===== src/rtl/duty_ramp_if.sv =====
// duty_ramp_if: groups the controller-facing signals of the duty conditioner.
//   en        run request (level)
//   target    requested duty, unsigned 10-bit
//   fault     fault request (level)
//   d         registered duty to the PWM stage
//   at_target duty has reached the clamped sampled target while running
//   busy      duty is still slewing toward its destination
//   fault_lat fault latched, waiting for fault=0 and en=0
// master: the controller (drives requests, observes duty and flags)
// slave:  the duty_ramp block
interface duty_ramp_if;
    logic       en;
    logic [9:0] target;
    logic       fault;
    logic [9:0] d;
    logic       at_target;
    logic       busy;
    logic       fault_lat;

    modport master (
        output en, target, fault,
        input  d, at_target, busy, fault_lat
    );

    modport slave (
        input  en, target, fault,
        output d, at_target, busy, fault_lat
    );
endinterface


===== src/rtl/duty_ramp.sv =====
// duty_ramp: duty-setpoint conditioner placed directly upstream of the PWM.
// Clamps the requested duty to DMAX, slews the output by at most STEP counts
// once per update tick (every TICK_DIV clocks), ramps down to zero on
// disable, and forces zero immediately on fault, latching the fault until
// en is cycled low with fault released.
// Ports:
//   clk    system clock, rising edge
//   rst_n  synchronous active-low reset
//   duty   duty_ramp_if.slave: en/target/fault in, d/at_target/busy/fault_lat out
module duty_ramp #(
    parameter int DMAX     = 10,
    parameter int STEP     = 1,
    parameter int TICK_DIV = 10
) (
    input  logic         clk,
    input  logic         rst_n,
    duty_ramp_if.slave   duty
);

    localparam int          CW       = (TICK_DIV > 1) ? $clog2(TICK_DIV) : 1;
    localparam logic [CW-1:0] CNT_LAST = CW'(TICK_DIV - 1);
    localparam logic [9:0]  DMAX_C   = 10'(DMAX);
    localparam logic [9:0]  STEP_C   = 10'(STEP);

    typedef enum logic [1:0] {
        ST_OFF  = 2'd0,
        ST_RUN  = 2'd1,
        ST_STOP = 2'd2,
        ST_FLT  = 2'd3
    } state_t;

    state_t        state_reg, state_next;
    logic [9:0]    d_reg, d_next;
    logic [9:0]    tgt_reg, tgt_next;
    logic [CW-1:0] cnt_reg, cnt_next;
    logic          at_target_reg, at_target_next;
    logic          busy_reg, busy_next;
    logic          fault_lat_reg, fault_lat_next;

    logic          tick;
    logic [9:0]    tgt_clamped;
    logic [9:0]    dest;

    always_ff @(posedge clk) begin
        if (!rst_n) begin
            state_reg     <= ST_OFF;
            d_reg         <= '0;
            tgt_reg       <= '0;
            cnt_reg       <= '0;
            at_target_reg <= 1'b0;
            busy_reg      <= 1'b0;
            fault_lat_reg <= 1'b0;
        end else begin
            state_reg     <= state_next;
            d_reg         <= d_next;
            tgt_reg       <= tgt_next;
            cnt_reg       <= cnt_next;
            at_target_reg <= at_target_next;
            busy_reg      <= busy_next;
            fault_lat_reg <= fault_lat_next;
        end
    end

    always_comb begin
        // Free-running prescaler; tick marks the last count of each period.
        tick        = (cnt_reg == CNT_LAST);
        cnt_next    = tick ? '0 : cnt_reg + CW'(1);

        tgt_clamped = (duty.target > DMAX_C) ? DMAX_C : duty.target;
        tgt_next    = tick ? tgt_clamped : tgt_reg;

        state_next = state_reg;
        if (duty.fault) begin
            state_next = ST_FLT;
        end else begin
            unique case (state_reg)
                ST_OFF:  if (duty.en) state_next = ST_RUN;
                ST_RUN:  if (!duty.en) state_next = ST_STOP;
                ST_STOP: begin
                    if (duty.en)            state_next = ST_RUN;
                    else if (d_reg == '0)   state_next = ST_OFF;
                end
                ST_FLT:  if (!duty.en) state_next = ST_OFF;
                default: state_next = ST_OFF;
            endcase
        end

        // The slew follows the state being entered on this edge. The run
        // destination is the target captured on an earlier tick, so a new
        // target sampled on this tick is acted on at the following tick.
        dest   = (state_next == ST_RUN) ? tgt_reg : '0;
        d_next = d_reg;
        if (state_next == ST_FLT) begin
            d_next = '0;
        end else if (tick && (state_next == ST_RUN || state_next == ST_STOP)) begin
            // Distance is compared before stepping so d never wraps or
            // steps past the destination.
            if (d_reg < dest) begin
                d_next = ((dest - d_reg) > STEP_C) ? d_reg + STEP_C : dest;
            end else if (d_reg > dest) begin
                d_next = ((d_reg - dest) > STEP_C) ? d_reg - STEP_C : dest;
            end
        end

        // Flags are registered from next-state values so they change on the
        // same edge as d.
        at_target_next = (state_next == ST_RUN) && (d_next == tgt_next);
        busy_next      = ((state_next == ST_RUN)  && (d_next != tgt_next)) ||
                         ((state_next == ST_STOP) && (d_next != '0));
        fault_lat_next = (state_next == ST_FLT);
    end

    assign duty.d         = d_reg;
    assign duty.at_target = at_target_reg;
    assign duty.busy      = busy_reg;
    assign duty.fault_lat = fault_lat_reg;

endmodule


===== src/flat_wrapper.sv =====
// flat-port wrapper written by rule: the top's interface ports become plain ports
module duty_ramp_flat 
#(
    parameter int DMAX     = 10,
    parameter int STEP     = 1,
    parameter int TICK_DIV = 10
)
  (clk, rst_n, duty_en, duty_target, duty_fault, duty_d, duty_at_target, duty_busy, duty_fault_lat);
  duty_ramp_if duty_i ();
  input  logic clk;
  input  logic rst_n;
  input wire logic [$bits(duty_i.en)-1:0] duty_en;
  input wire logic [$bits(duty_i.target)-1:0] duty_target;
  input wire logic [$bits(duty_i.fault)-1:0] duty_fault;
  output wire logic [$bits(duty_i.d)-1:0] duty_d;
  output wire logic [$bits(duty_i.at_target)-1:0] duty_at_target;
  output wire logic [$bits(duty_i.busy)-1:0] duty_busy;
  output wire logic [$bits(duty_i.fault_lat)-1:0] duty_fault_lat;
  assign duty_i.en = duty_en;
  assign duty_i.target = duty_target;
  assign duty_i.fault = duty_fault;
  assign duty_d = duty_i.d;
  assign duty_at_target = duty_i.at_target;
  assign duty_busy = duty_i.busy;
  assign duty_fault_lat = duty_i.fault_lat;
  duty_ramp #(.DMAX(DMAX), .STEP(STEP), .TICK_DIV(TICK_DIV)) u_core (.clk(clk), .rst_n(rst_n), .duty(duty_i));
endmodule

===== config.mk =====
export PLATFORM = sky130hd
export DESIGN_NAME = duty_ramp_flat
export DESIGN_NICKNAME = d
export VERILOG_FILES = /design/src/rtl/duty_ramp_if.sv /design/src/rtl/duty_ramp.sv /design/src/flat_wrapper.sv
export SDC_FILE = /design/constraint.sdc
export NUM_CORES = 1
export LEC_CHECK = 0
export ABC_AREA = 0
export BUFFER_PORTS_ARGS = -buffer_cell sky130_fd_sc_hd__buf_2
export CAP_MARGIN = 25
export CORE_MARGIN = 2
export CORE_UTILIZATION = 34
export DETAILED_ROUTE_END_ITERATION = 7
export GPL_ROUTABILITY_DRIVEN = 0
export HOLD_SLACK_MARGIN = 0.05
export PLACE_DENSITY_LB_ADDON = 0.08
export SYNTH_ARGS = -nofsm -noshare
export SYNTH_HDL_FRONTEND = slang
export SYNTH_SLANG_ARGS = --single-unit

===== constraint.sdc =====
create_clock -name clk -period 7.9 [get_ports clk]
set_clock_uncertainty 0.2 [all_clocks]
set_input_delay 2.37 -clock clk [delete_from_list [all_inputs] [get_ports clk]]
set_output_delay 2.37 -clock clk [all_outputs]
set_load 0.005 [all_outputs]

==> impl_metrics.env, run 1 <==
export IMPL_run_status="complete, no violations"
export IMPL_pwr_share_comb_pct=7.7
export IMPL_row_count=35
export IMPL_worstHoldStart="u_core.cnt_reg[0]$_SDFF_PP0_"
export IMPL_yosysWarningCount=0
export IMPL_cts_max_level=2
export IMPL_die_area_um2=10500
export IMPL_drtIter0Drc=255
export IMPL_cts_root_buf="clkbuf_8"
export IMPL_drv_cap=0
export IMPL_cp_slowest_cell="nor3_1"
export IMPL_io_buffer_count=26
export IMPL_antenna_found_initial=0
export IMPL_peakVddDrop_mv=0.0569
export IMPL_p_switching_mw=0.0781
export IMPL_async_flop_share_pct=0
export IMPL_worst_slew_margin_rel_pct=51.0
export IMPL_period_needed_ps=7280
export IMPL_swShare_pct=23.0
export IMPL_die_x_um=103
export IMPL_worst_path_buf_inv=2
export IMPL_grt_overflow=0
export IMPL_fin_crit_sh_pct=92.1
export IMPL_hold_viol=0
export IMPL_use_met1_pct=30.9
export IMPL_synth_ff_type="dfxtp_1"
export IMPL_initial_core_util_pct=35.5
export IMPL_ys_types=66
export IMPL_preCtsSetupSlack_ps=378
export IMPL_ant_nets=0
export IMPL_yosysMostFrequentCell="nand2_1"
export IMPL_cts_tree="done"
export IMPL_p_leak_nw=1.67
export IMPL_fp_dieH_um=103
export IMPL_powerDensity_nw_per_um2=91.7
export IMPL_drc=0
export IMPL_use_met3_pct=2.92
export IMPL_startpoint="duty_en"
export IMPL_ctsResizeCount=0
export IMPL_clk_pin_slew_worst_paths_ps=70
export IMPL_end_kind="flop"
export IMPL_tightest_slew_ps=733
export IMPL_netlist_top_cells_count="58 x nand2_1, 46 x nor2_1, 29 x dfxtp_1"
export IMPL_cts_sinks=29
export IMPL_synth_edf_count=0
export IMPL_syn_to_final_growth_pct=11.9
export IMPL_drt_first_pass_iters=6
export IMPL_startpoint_type="primary input"
export IMPL_setup_viol=0
export IMPL_cts_hold_buffers=0
export IMPL_syn_num_nets=497
export IMPL_routed_wl_mm=11.4
export IMPL_holdCritPathClass="flop to flop"
export IMPL_cpPeakStageDelay_ps=460
export IMPL_core_um2=9330
export IMPL_crit_chain="buf_2, a311oi_1, a21oi_1, a21oi_1, nor2_1, ha_1, nand2_1, inv_1, ha_1, fa_1, nand2b_1, a21oi_1, mux2_2, nor3_1, a31oi_1, a2111oi_0, o22ai_1, a2111oi_2, nand3_1, nor4_2, o22ai_1"
export IMPL_syn_area_um2=3310
export IMPL_grt_max_degree=22
export IMPL_fin_tns_setup_ps=0
export IMPL_post_cts_setup_buffers=0
export IMPL_synth_area_leader_cell="dfxtp_1"
export IMPL_synth_top_area_share_pct=17.6
export IMPL_grt_usage_pct=21.9
export IMPL_clk_path_buf_depth=2
export IMPL_wire_per_inst_um=18.7
export IMPL_syn_avg_cell_area_um2=7.25
export IMPL_setup_ws_ps=621
export IMPL_hpwl_mm=8.96
export IMPL_fmax_mhz=137
export IMPL_drive_above_1_share_pct=12.1
export IMPL_clkPwrFrac_pct=47.8
export IMPL_top_level_ports=27
export IMPL_grt_busiest_layer="met2"
export IMPL_p_seq_share_pct=44.5
export IMPL_path_class="primary input to flop"
export IMPL_vias_per_cell=5.86
export IMPL_synthTopCellsByArea="dfxtp_1 18%, ha_1 9.8%, nand2_1 6.6%"
export IMPL_cp_max_fo=11
export IMPL_numCtsBuffers=5
export IMPL_synthCells=456
export IMPL_cpMostUsedCell="a21oi_1"
export IMPL_crit_family="compound AO/OA/AOI/OAI gates"
export IMPL_seq_area_frac_synth_pct=17.6
export IMPL_worstSkewPairLatency_ps=280
export IMPL_r2r_start="u_core.duty.d[0]$_SDFF_PN0_"
export IMPL_internal_power_mw=0.261
export IMPL_vias=3567
export IMPL_ys_ff_latch=29
export IMPL_fin_nets=520
export IMPL_antenna_cells=0
export IMPL_grt_pass1_vias=3190
export IMPL_critPathArrivalTime_ps=7240
export IMPL_grt_first_pass_wirelength_mm=17.7
export IMPL_met2_usage_pct=35.4
export IMPL_rsz0062_at_grt="false"
export IMPL_slew_viol_final=0
export IMPL_cp_data_required_time_ps=7860
## layout make-up
class | count | area, um^2
Timing Repair Buffer | 37 | 213
Tap cell | 129 | 161
Fill cell | 993 | 5630
Multi-Input combinational cell | 378 | 2520
Inverter | 28 | 105
Sequential cell | 29 | 581
Clock buffer | 7 | 86.3
Clock inverter | 1 | 30.0
## layout by cell type (no fill, tap or decap), drive strengths merged, types with 6 or more instances in the layout
cell / synthesis / final
ha: 26 / 26
and3: 11 / 11
or3: 6 / 6
nor2: 46 / 46
clkbuf: 17 / 7
mux2i: 9 / 9
o21ai: 16 / 16
a21oi: 24 / 24
xnor2: 16 / 16
nand3: 15 / 15
nand4: 10 / 10
dfxtp: 29 / 29
nand2b: 6 / 6
nor3: 9 / 9
o211ai: 9 / 9
buf: 4 / 37
nand2: 58 / 58
nor4: 10 / 10
a31oi: 6 / 6
and2: 9 / 9
inv: 25 / 25
## per-layer routing
metal	routed length, um	vias up
li1	-	1731
met1	5230	1679
met2	5240	135
met3	711	22
met4	212	0
met5	0	-
## path summary, 6_finish.rpt
kind                             endpoint  slack, ps  cells past startpoint
max           u_core.duty.busy$_SDFF_PN0_        620                     21
min          u_core.cnt_reg[0]$_SDFF_PP0_        270                      1
max reg2reg   u_core.duty.busy$_SDFF_PN0_       1350                     24
min reg2reg  u_core.cnt_reg[0]$_SDFF_PP0_        270                      1
## power groups by stage
stage / sequential [mW] / clock (mW) / combinational (mW)
after floorplan: 0.154 / 0 / 0.0146
after global placement: 0.154 / 0 / 0.0263
after detailed placement: 0.154 / 0 / 0.0263
after CTS: 0.151 / 0.166 / 0.0262
after global routing: 0.151 / 0.173 / 0.0294
final: 0.151 / 0.162 / 0.0262
## through the flow
step	cells	area (um^2)	total power, mW	hold slack (ps)	util (%)
finish	609	3700	0.339	265	39.7
global route	609	3700	0.353	294	39.7
CTS	609	3700	0.343	274	39.7
detailed placement	601	3580	0.181	257	38.4
global placement	601	3580	0.180	255	38.4
floorplan	456	3310	0.169	233	-
## cell families (layout without fill, tap and decap cells)
kind of cell | Yosys count | after routing | synth area share [%]
adders and majority gates | 27 | 27 | 10.4
and+or+nand+nor | 201 | 201 | 30.8
buffers and inverters | 49 | 73 | 6.09
xor gates and xnor gates | 21 | 21 | 5.56
AOI/OAI and AO/OA | 115 | 115 | 25.1
DFF | 29 | 29 | 17.6
muxes | 14 | 14 | 4.43
Note: power is estimated with default switching activity, not from simulation.
==> inputs of run 2 (changes only) <==
==> constraint.sdc (replaced) <==
create_clock -name clk -period 8.1 [get_ports clk]
set_clock_uncertainty 0.2 [all_clocks]
set_input_delay 2.43 -clock clk [delete_from_list [all_inputs] [get_ports clk]]
set_output_delay 2.43 -clock clk [all_outputs]
set_load 0.005 [all_outputs]
==> impl_metrics.env, run 2 (synthesis results as in run 1) <==
export IMPL_run_status="complete, no violations"
export IMPL_holdCritPathClass="flop to flop"
export IMPL_cts_root_buf="clkbuf_8"
export IMPL_ctsResizeCount=0
export IMPL_powerDensity_nw_per_um2=97.0
export IMPL_drive_above_1_share_pct=11.6
export IMPL_worst_r2r_cell_count=24
export IMPL_io_buffer_count=26
export IMPL_syn_to_final_growth_pct=11.5
export IMPL_drt_first_pass_iters=4
export IMPL_cts_sinks=29
export IMPL_ant_nets=0
export IMPL_row_count=35
export IMPL_placed_cells=597
export IMPL_vias=3587
export IMPL_layout_commonest_cell="nand2_1"
export IMPL_clk_pin_slew_worst_paths_ps=70
export IMPL_antenna_cells=0
export IMPL_startpoint_type="primary input"
export IMPL_cp_slowest_cell="nor3_1"
export IMPL_top_level_ports=27
export IMPL_end_kind="flop"
export IMPL_final_cell_mix="58 x nand2_1, 46 x nor2_1, 29 x dfxtp_1"
export IMPL_tightest_slew_ps=723
export IMPL_slew_viol_final=0
export IMPL_cpPeakStageDelay_ps=550
export IMPL_cp_data_required_time_ps=8070
export IMPL_grt_max_degree=22
export IMPL_grt_first_pass_wirelength_mm=18.2
export IMPL_fmax_mhz=133
export IMPL_drc=0
export IMPL_cts_tree="done"
export IMPL_layout_cells_non_filler=605
export IMPL_antenna_found_initial=0
export IMPL_multiInputGateArea_um2=2520
export IMPL_peakVddDrop_mv=0.0610
export IMPL_num_fill_cells=1021
export IMPL_whs_ps=273
export IMPL_fin_tns_setup_ps=0
export IMPL_p_leak_nw=1.66
export IMPL_grt_usage_pct=22.5
export IMPL_core_um2=9330
export IMPL_clk_path_buf_depth=2
export IMPL_ff_latch_area_um2=581
export IMPL_cpMostUsedCell="a21oi_1"
export IMPL_fp_dieH_um=103
export IMPL_crit_chain="buf_2, a311oi_1, a21oi_1, a21oi_1, nor2_1, ha_1, nand2_1, inv_1, ha_1, fa_1, nand2b_1, a21oi_1, mux2_2, nor3_1, a31oi_1, a2111oi_0, o22ai_1, a2111oi_2, nand3_1, nor4_2, o22ai_1"
export IMPL_worstSkewPairLatency_ps=290
export IMPL_vias_per_cell=5.93
export IMPL_die_area_um2=10500
export IMPL_die_x_um=103
export IMPL_hpwl_mm=9.01
export IMPL_grt_pass1_vias=3447
export IMPL_routed_wl_mm=11.5
export IMPL_numCtsBuffers=5
export IMPL_setup_viol=0
export IMPL_cts_max_level=2
export IMPL_period_needed_ps=7550
export IMPL_cp_max_fo=14
export IMPL_worst_slew_margin_rel_pct=51.6
export IMPL_hold_viol=0
export IMPL_path_class="primary input to flop"
export IMPL_wire_per_inst_um=19.0
export IMPL_fin_nets=516
export IMPL_rsz0062_at_grt="false"
export IMPL_drtIter0Drc=246
export IMPL_drv_cap=0
export IMPL_initial_core_util_pct=35.5
export IMPL_critPathArrivalTime_ps=7510
export IMPL_post_cts_setup_buffers=0
export IMPL_holdPathStages=1
export IMPL_grt_overflow=0
export IMPL_fin_crit_sh_pct=93.2
export IMPL_cts_hold_buffers=0
[run 2: cell count changes in the layout (fill, tap and decap cells not counted), sizes merged]
cell and delta:
clkbuf -2, bufinv +1, clkinv +1, buf -4
[run 2: layer usage]
layer	share of wire (%)	GRT usage, %	vias up
li1	-	-	1712
met1	46	31.0	1700
met2	46	36.0	152
met3	6.0	2.92	23
met4	2.3	8.00	0
met5	0	0	-
[run 2: critical path: cells and delay by family]
| kind | cells | cell delay, ps |
|---|---|---|
| and+or+nand+nor | 6 | 1510 |
| adders and majority gates | 3 | 1010 |
| AOI/OAI and AO/OA | 9 | 1940 |
| muxes | 1 | 410 |
| buffers and inverters | 2 | 220 |
[run 2: final cells by class]
type,count,share of cell area [%]
clock buffer,5,1.87
tap,129,4.38
timing repair buffer,33,4.95
multi-input combinational,378,68.5
clock inverter,3,1.76
inverter,28,2.85
sequential,29,15.7
[run 2: final timing paths]
path                                start                            to  slack, ps
max                               duty_en   u_core.duty.busy$_SDFF_PN0_        550
min          u_core.cnt_reg[0]$_SDFF_PP0_  u_core.cnt_reg[0]$_SDFF_PP0_        270
max reg2reg   u_core.duty.d[0]$_SDFF_PN0_   u_core.duty.busy$_SDFF_PN0_       1310
min reg2reg  u_core.cnt_reg[0]$_SDFF_PP0_  u_core.cnt_reg[0]$_SDFF_PP0_        270
[run 2: where the power goes]
part | switching [mW] | internal (mW) | total, mW
clock | 0.0632 | 0.122 | 0.185
combinational | 0.0164 | 0.00880 | 0.0252
sequential | 0.00178 | 0.145 | 0.147
total | 0.0814 | 0.276 | 0.358
[run 2: per-stage QoR]
step                      cell area [um^2]  setup WS (ps)  power, mW  utilization (%)
after floorplan                       3310           1130      0.164                -
after global placement                3550            495      0.175             38.1
after detailed placement              3550            377      0.175             38.1
after CTS                             3690            654      0.361             39.5
after global routing                  3690            120      0.371             39.5
final                                 3690            554      0.358             39.5
==> inputs of run 3 (changes only) <==
--- a/config.mk
+++ b/config.mk
@@ -13,7 +13,7 @@
 export DETAILED_ROUTE_END_ITERATION = 7
 export GPL_ROUTABILITY_DRIVEN = 0
 export HOLD_SLACK_MARGIN = 0.05
-export PLACE_DENSITY_LB_ADDON = 0.08
+export PLACE_DENSITY_LB_ADDON = 0.05
 export SYNTH_ARGS = -nofsm -noshare
 export SYNTH_HDL_FRONTEND = slang
 export SYNTH_SLANG_ARGS = --single-unit
==> impl_metrics.env, run 3 (synthesis results as in run 1) <==
export IMPL_run_status="complete, no violations"
export IMPL_hpwl_mm=8.94
export IMPL_post_cts_setup_buffers=0
export IMPL_r2r_start="u_core.duty.d[0]$_SDFF_PN0_"
export IMPL_cts_max_level=2
export IMPL_fin_area_um2=3660
export IMPL_worst_path_buf_inv=2
export IMPL_worstSkewPairLatency_ps=290
export IMPL_layout_cells_non_filler=604
export IMPL_grt_max_degree=23
export IMPL_io_buffer_count=26
export IMPL_cp_max_fo=14
export IMPL_cts_root_buf="clkbuf_8"
export IMPL_period_needed_ps=7620
export IMPL_fp_dieH_um=103
export IMPL_startpoint_type="primary input"
export IMPL_path_class="primary input to flop"
export IMPL_preCtsSetupSlack_ps=189
export IMPL_whs_ps=279
export IMPL_worstHoldStart="u_core.cnt_reg[0]$_SDFF_PP0_"
export IMPL_peakVddDrop_mv=0.105
export IMPL_p_leak_nw=1.64
export IMPL_vias_per_cell=5.81
export IMPL_antenna_found_initial=0
export IMPL_startpoint="duty_en"
export IMPL_cp_data_required_time_ps=8090
export IMPL_slew_viol_final=0
export IMPL_row_count=35
export IMPL_die_area_um2=10500
export IMPL_hold_viol=0
export IMPL_ant_nets=0
export IMPL_fin_nets=515
export IMPL_fin_tns_setup_ps=0
export IMPL_setup_viol=0
export IMPL_numCtsBuffers=5
export IMPL_cpMostUsedCell="a21oi_1"
export IMPL_grt_first_pass_wirelength_mm=17.6
export IMPL_worst_slew_margin_rel_pct=46.5
export IMPL_die_x_um=103
export IMPL_placed_cells=596
export IMPL_clk_path_buf_depth=2
export IMPL_holdCritPathClass="flop to flop"
export IMPL_fin_crit_sh_pct=94.1
export IMPL_drc=0
export IMPL_crit_chain="buf_2, a311oi_1, a21oi_1, a21oi_1, nor2_1, ha_1, nand2_1, inv_1, ha_1, fa_1, nand2b_1, a21oi_1, mux2_2, a2111oi_2, nand3_1, mux2i_1, a22o_1, a221oi_1, a211o_1, nor4_2, and3_1"
export IMPL_ctsResizeCount=0
export IMPL_grt_overflow=0
export IMPL_pwr_share_comb_pct=7.6
export IMPL_final_cell_mix="58 x nand2_1, 46 x nor2_1, 29 x dfxtp_1"
export IMPL_drv_cap=0
export IMPL_clk_pin_slew_worst_paths_ps=70
export IMPL_powerDensity_nw_per_um2=88.9
export IMPL_final_util_pct=39.3
export IMPL_setup_ws_ps=478
export IMPL_end_kind="flop"
export IMPL_tightest_slew_ps=799
export IMPL_internal_power_mw=0.246
export IMPL_wire_per_inst_um=18.6
export IMPL_rsz0062_at_grt="false"
export IMPL_routed_wl_mm=11.2
export IMPL_drtIter0Drc=233
export IMPL_drive_above_1_share_pct=11.4
export IMPL_num_fill_cells=1011
export IMPL_grt_pass1_vias=3233
export IMPL_initial_core_util_pct=35.5
export IMPL_layout_commonest_cell="nand2_1"
export IMPL_grt_usage_pct=21.9
export IMPL_cts_tree="done"
export IMPL_top_level_ports=27
export IMPL_p_switching_mw=0.0796
export IMPL_fmax_mhz=131
export IMPL_placed_cell_area_um2=3550
export IMPL_cpPeakStageDelay_ps=520
export IMPL_cts_hold_buffers=0
export IMPL_clkPwrFrac_pct=47.2
export IMPL_cp_slowest_cell="a2111oi_2"
export IMPL_vias=3510
export IMPL_swShare_pct=24.5
export IMPL_crit_family="compound AO/OA/AOI/OAI gates"
export IMPL_critPathArrivalTime_ps=7610
export IMPL_p_total_mw=0.326
export IMPL_syn_to_final_growth_pct=10.7
export IMPL_antenna_cells=0
export IMPL_p_seq_share_pct=45.2
export IMPL_drt_first_pass_iters=5
export IMPL_core_um2=9330
export IMPL_cts_sinks=29
run 3: final cells by class:
class	count	area [um^2]	share of cell area, %
Clock buffer	5	68.8	1.88
Inverter	28	105	2.87
Timing Repair Buffer	32	175	4.78
Multi-Input combinational cell	378	2520	68.9
Clock inverter	3	46.3	1.26
Sequential cell	29	581	15.9
Tap cell	129	161	4.41
run 3: worst reg2reg max path, stage by stage, from the launching register on:
cell,delay (ps)
dfxtp_1,600
inv_1,250
ha_1,280
nand3_1,150
nor2_1,120
a311oi_1,300
a21oi_1,60
a21oi_1,140
nor2_1,80
ha_1,410
nand2_1,240
inv_1,110
ha_1,220
fa_1,400
nand2b_1,220
a21oi_1,330
mux2_2,410
a2111oi_2,520
nand3_1,310
mux2i_1,190
a22o_1,240
a221oi_1,500
a211o_1,220
nor4_2,50
and3_1,170
run 3: metal layers:
layer | part of all wire [%] | global-route usage [%] | routed length [um] | up-vias
met5 | 0 | 0 | 0 | -
met3 | 3.8 | 1.97 | 430 | 16
met4 | 1.9 | 5.85 | 214 | 0
met2 | 48 | 37.2 | 5360 | 91
met1 | 47 | 29.9 | 5220 | 1678
li1 | - | - | - | 1725
run 3: worst paths after layout:
kind | to | slack [ps] | cells past startpoint
setup reg to reg | u_core.duty.at_target$_SDFF_PN0_ | 1240 | 24
hold / removal | u_core.cnt_reg[0]$_SDFF_PP0_ | 280 | 1
hold reg to reg | u_core.cnt_reg[0]$_SDFF_PP0_ | 280 | 1
setup / recovery | u_core.duty.at_target$_SDFF_PN0_ | 480 | 21
run 3: power by group through the flow:
stage	Clock, mW	Sequential [mW]	Combinational [mW]
after floorplan	0	0.150	0.0143
after global placement	0	0.150	0.0247
final	0.154	0.147	0.0248
after detailed placement	0	0.150	0.0251
after global routing	0.162	0.147	0.0274
after CTS	0.158	0.147	0.0250
